$ cat src/rtl/inst_encoder_pkg.sv
// inst_encoder_pkg: shared formats, opcodes, immediate limits and request type for the RV32I encoder.
package inst_encoder_pkg;

  typedef enum logic [2:0] {
    FMT_R    = 3'd0,
    FMT_I    = 3'd1,
    FMT_S    = 3'd2,
    FMT_B    = 3'd3,
    FMT_U    = 3'd4,
    FMT_J    = 3'd5,
    FMT_ISH  = 3'd6,
    FMT_RSVD = 3'd7
  } fmt_e;

  localparam logic [6:0] OP_IMM    = 7'h13;
  localparam logic [6:0] OP_LOAD   = 7'h03;
  localparam logic [6:0] OP_STORE  = 7'h23;
  localparam logic [6:0] OP_BRANCH = 7'h63;
  localparam logic [6:0] OP_LUI    = 7'h37;
  localparam logic [6:0] OP_JAL    = 7'h6F;

  localparam int IS_MIN = -2048;
  localparam int IS_MAX = 2047;
  localparam int B_MIN  = -4096;
  localparam int B_MAX  = 4094;
  localparam int J_MIN  = -1048576;
  localparam int J_MAX  = 1048574;

  typedef struct packed {
    fmt_e        fmt;
    logic [6:0]  opcode;
    logic [4:0]  rd;
    logic [4:0]  rs1;
    logic [4:0]  rs2;
    logic [2:0]  funct3;
    logic [6:0]  funct7;
    logic [31:0] imm;
  } req_t;

  function automatic logic in_range(input logic [31:0] imm, input int lo, input int hi);
    return $signed(imm) >= lo && $signed(imm) <= hi;
  endfunction

endpackage

$ cat src/rtl/inst_encoder_pack.sv
// inst_pack: combinational RV32I field packer with immediate range check.
module inst_pack
  import inst_encoder_pkg::*;
(
  input  req_t        req_i,
  output logic [31:0] inst_o,
  output logic        err_o
);

  logic [31:0] imm;
  logic [4:0]  rd, rs1, rs2;
  logic [2:0]  f3;
  logic [6:0]  f7, op;

  assign imm = req_i.imm;
  assign rd  = req_i.rd;
  assign rs1 = req_i.rs1;
  assign rs2 = req_i.rs2;
  assign f3  = req_i.funct3;
  assign f7  = req_i.funct7;
  assign op  = req_i.opcode;

  // Out-of-range immediates are still packed from their truncated bits.
  always_comb begin
    inst_o = '0;
    err_o  = 1'b0;
    case (req_i.fmt)
      FMT_R:   inst_o = {f7, rs2, rs1, f3, rd, op};
      FMT_I: begin
        inst_o = {imm[11:0], rs1, f3, rd, op};
        err_o  = !in_range(imm, IS_MIN, IS_MAX);
      end
      FMT_ISH: begin
        inst_o = {f7, imm[4:0], rs1, f3, rd, op};
        err_o  = |imm[31:5];
      end
      FMT_S: begin
        inst_o = {imm[11:5], rs2, rs1, f3, imm[4:0], op};
        err_o  = !in_range(imm, IS_MIN, IS_MAX);
      end
      FMT_B: begin
        inst_o = {imm[12], imm[10:5], rs2, rs1, f3, imm[4:1], imm[11], op};
        err_o  = !in_range(imm, B_MIN, B_MAX) || imm[0];
      end
      FMT_U: begin
        inst_o = {imm[31:12], rd, op};
        err_o  = |imm[11:0];
      end
      FMT_J: begin
        inst_o = {imm[20], imm[10:1], imm[11], imm[19:12], rd, op};
        err_o  = !in_range(imm, J_MIN, J_MAX) || imm[0];
      end
      default: err_o = 1'b1;
    endcase
  end

endmodule

$ cat src/rtl/inst_encoder.sv
// inst_encoder: two-stage valid/ready RV32I instruction encoder with auto-incrementing word address.
module inst_encoder
  import inst_encoder_pkg::*;
#(
  parameter int                ADDR_W    = 10,
  parameter logic [ADDR_W-1:0] BASE_ADDR = '0
) (
  input  logic              clk,
  input  logic              rst_n,
  input  logic              in_valid,
  output logic              in_ready,
  input  logic [2:0]        in_fmt,
  input  logic [6:0]        in_opcode,
  input  logic [4:0]        in_rd,
  input  logic [4:0]        in_rs1,
  input  logic [4:0]        in_rs2,
  input  logic [2:0]        in_funct3,
  input  logic [6:0]        in_funct7,
  input  logic [31:0]       in_imm,
  output logic              out_valid,
  input  logic              out_ready,
  output logic [31:0]       out_inst,
  output logic [ADDR_W-1:0] out_addr,
  output logic              out_err,
  input  logic              clr
);

  req_t              in_req, s1_req_q;
  logic              s1_valid_q, out_valid_q, out_err_q;
  logic [31:0]       out_inst_q, p_inst;
  logic              p_err, s2_load, out_fire;
  logic [ADDR_W-1:0] addr_q, addr_d;

  assign in_req   = '{fmt_e'(in_fmt), in_opcode, in_rd, in_rs1, in_rs2, in_funct3, in_funct7, in_imm};
  assign out_fire = out_valid_q && out_ready;
  assign s2_load  = !out_valid_q || out_ready;
  assign in_ready = !s1_valid_q || s2_load;
  // clr takes priority over the handshake increment.
  assign addr_d   = clr ? BASE_ADDR : out_fire ? addr_q + 1'b1 : addr_q;

  inst_pack u_pack (
    .req_i  (s1_req_q),
    .inst_o (p_inst),
    .err_o  (p_err)
  );

  always_ff @(posedge clk or negedge rst_n) begin
    if (!rst_n) begin
      s1_valid_q  <= 1'b0;
      s1_req_q    <= '0;
      out_valid_q <= 1'b0;
      out_inst_q  <= '0;
      out_err_q   <= 1'b0;
      addr_q      <= BASE_ADDR;
    end else begin
      if (in_ready) s1_valid_q <= in_valid;
      if (in_valid && in_ready) s1_req_q <= in_req;
      if (s2_load) begin
        out_valid_q <= s1_valid_q;
        out_inst_q  <= s1_valid_q ? p_inst : '0;
        out_err_q   <= s1_valid_q && p_err;
      end
      addr_q <= addr_d;
    end
  end

  assign out_valid = out_valid_q;
  assign out_inst  = out_inst_q;
  assign out_err   = out_err_q;
  assign out_addr  = addr_q;

endmodule

$ cat config.mk
export PLATFORM = sky130hd
export DESIGN_NAME = inst_encoder
export DESIGN_NICKNAME = d
export VERILOG_FILES = /design/src/rtl/inst_encoder_pkg.sv /design/src/rtl/inst_encoder_pack.sv /design/src/rtl/inst_encoder.sv
export SDC_FILE = /design/constraint.sdc
export NUM_CORES = 1
export LEC_CHECK = 0
export ABC_AREA = 1
export BUFFER_PORTS_ARGS = -buffer_cell sky130_fd_sc_hd__buf_2
export CORE_AREA = 2 2 127 129
export CTS_CLUSTER_DIAMETER = 60
export CTS_CLUSTER_SIZE = 30
export DETAILED_ROUTE_END_ITERATION = 8
export DIE_AREA = 0 0 129 131
export PLACE_DENSITY = 0.6
export SYNTH_ARGS = -nofsm -noshare
export SYNTH_HDL_FRONTEND = slang
export SYNTH_SLANG_ARGS = --single-unit
$ cat constraint.sdc
create_clock -name clk -period 3.36 [get_ports clk]
set_clock_uncertainty 0.2 [all_clocks]
set_input_delay 0 -clock clk [delete_from_list [all_inputs] [get_ports clk]]
set_output_delay 0 -clock clk [all_outputs]
set_load 0.01 [all_outputs]
==> impl_metrics.tcl <==
set metrics [dict create \
    cts_sinks 112 \
    synth_area_um2 5300 \
    synth-edff-count 0 \
    power.leakage_nw 3.48 \
    dpl-instance-area_um2 6080 \
    crit_fanout 19 \
    antenna_cells 0 \
    grt_pass1_wl_um 23100 \
    r2r-start "out_valid" \
    grtUsageMet2 0.294 \
    cts_resized 0 \
    antenna_left 0 \
    tightestPinTransition_ns 0.702 \
    core_um2 15600 \
    path_cells "inv_2 -> nor2_4 -> nand2_2 -> nand2_4 -> nor2_1 -> dlygate4sd3_1 -> a21oi_2 -> dlygate4sd3_1" \
    dr.pass1.iters 5 \
    setup_viol 0 \
    design.die.area_um2 16900 \
    grt_use_total 0.176 \
    vias 4607 \
    critPathKind "flip-flop to flip-flop" \
    clock_latency_ns 0.36 \
    post-route-cell-area_um2 7100 \
    grt_max_degree 55 \
    std_cell_rows 46 \
    yosysWarnings 0 \
    grt_pass1_vias 4537 \
    synth_commonest_cells "dfrtp_1, nand2_1, nor2_1" \
    finish.utilization 0.455 \
    final_nets 838 \
    cts_tree "yes" \
    drive_gt1_frac 0.262 \
    max_freq_mhz 410 \
    slew_headroom 0.531 \
    synth_ff_type "dfrtp_1" \
    pre_cts_ws_ns 1.13 \
    numCtsBuffers 9 \
    viasPerCell 4.67 \
    worstPathArrival_ns 2.49 \
    use_met1 0.236 \
    fin_crit_ns 2.44 \
    finalHoldViolations 0 \
    grt_overflow 0 \
    synth_seq_area_share 0.528 \
    min_path_type "input pin to async pin" \
    synth_top_area_share 0.528 \
    peakVddDrop_uv 308 \
    drv_cap 0 \
    cts_buffer_depth 2 \
    async_flop_share 1.00 \
    yosys.cell_types.count 31 \
    rsz0062_at_grt "no" \
    p_per_area_nw_per_um2 515 \
    syn_to_final_growth_pct 33.9 \
    place_congestion 0.880 \
    num-fill-cells 1530 \
    fp.dieW_um 129 \
    crit_path_start "out_valid" \
    initial_core_util 0.340 \
    worst_path_most_repeated_cell "dlygate4sd3_1" \
    h-tree-depth 3 \
    drt_drc_violations_left 0 \
    slew_viol_final 0 \
    drt_iter0_drc 252 \
    path_clk_slew_ns 0.08 \
    cts_root_buf "clkbuf_16" \
    critPathRequiredTime_ns 3.41 \
    grtUsageMet3 0.0305 \
    fin_ws_ns 0.919 \
    holdBufCountCts 74 \
    slowest_delay_ns 0.57 \
    cp_slowest_cell "dlygate4sd3_1" \
    ys_top_cells_by_area "dfrtp_1, nand2_1, nor2_1, mux2_2, a21oi_2" \
    synth-seq-cells 112 \
    yosysMostFrequentCell "dfrtp_1" \
    antenna_found_initial 0 \
    syn-mean-instance-area_um2 9.21 \
    wl_um 14400 \
    yosys.area.top_type "dfrtp_1" \
    dieHeight_um 131 \
    busiest_layer "met2" \
    routedWlPerCell_um 14.6 \
    cts_setup_buffers 0 \
    cp-end-kind "flip-flop" \
    num_io_pins 117 \
    ff_latch_area_um2 2800 \
    status "completed" \
    syn_nets 649 \
    dp_hpwl_um 10200 \
    multiInputGateArea_um2 2080 \
    io_buffer_count 116 \
    crit_path_start_kind "flip-flop" \
    synth_cells 576 \
    finalSetupTns_ns 0 \
    period_share 0.726 \
]
-- cells by family (layout without fill, tap and decap cells) --
group / count (synthesis) / in the layout / synth area share
buf+inv: 88 / 282 / 0.0797
compound gates: 127 / 127 / 0.162
fa+ha+maj: 1 / 1 / 0.00236
simple gates: 224 / 224 / 0.176
mux: 24 / 24 / 0.0510
flops: 112 / 112 / 0.528
-- critical path: cells and delay by family, from the launching register on --
family / cells / cell delay (ns)
buffers and inverters: 3 / 1.21
AND/OR/NAND/NOR: 4 / 0.48
flip-flops: 1 / 0.40
AO/OA/AOI/OAI: 1 / 0.03
-- power by group --
part           switching [mW]  internal, mW
clock network           0.531         0.520
logic                   0.508         0.385
registers               0.160          1.55
-- stage by stage --
stage                     hold slack (ns)  power (mW)  std cells
final                             0.00765        3.66        986
after global routing               0.0927        3.88        986
after CTS                          0.0277        3.70        986
after detailed placement           -0.122        2.56        896
after global placement             -0.118        2.55        896
after floorplan                    -0.496        2.24        576
-- final timing paths --
kind | to | slack (ns) | depth (start not counted)
setup / recovery | s1_req_q[49] | 0.92 | 8
max in group asynchronous | s1_req_q[17] | 2.07 | 3
hold reg to reg | out_err | 0.29 | 2
setup reg to reg | s1_req_q[49] | 0.92 | 8
min in group clk | s1_req_q[41] | 0.20 | 3
hold / removal | out_addr[8] | 0.008 | 2
-- layer usage --
layer  share of wire  wire length, um
met3           0.035              508
met5               0                0
met4           0.013              182
met1            0.47             6740
met2            0.49             7000
-- flip-flops by register name (all words and copies together), names as in the netlist --
register,cells
out_valid,1
out_inst,32
s1_req_q,67
out_err,1
out_addr,10
s1_valid_q,1
-- layout make-up --
| type | instances | share of cell area |
|---|---|---|
| flip-flops and latches | 112 | 0.395 |
| multi-input cells | 376 | 0.293 |
| clock inverters | 7 | 0.00846 |
| clock buffers | 9 | 0.0317 |
| repair buffers | 197 | 0.197 |
| well taps | 216 | 0.0381 |
| inverters | 69 | 0.0365 |
-- placed cells by master, fill, tap and decap left out, drive strengths merged --
cell           n
a211oi         3
o21ai         27
nand4          4
o211ai         1
nand2         92
clkinv         2
ha             1
inv           73
o21bai         1
nor3           9
dfrtp        112
nor4           6
a22o          16
o22ai         10
nor2          92
a21oi         60
nand3         21
clkbuf         9
mux2          24
dlygate4sd3   74
clkinvlp       1
a31oi          1
buf          123
a221oi         8
(Power assumes the default switching activity.)
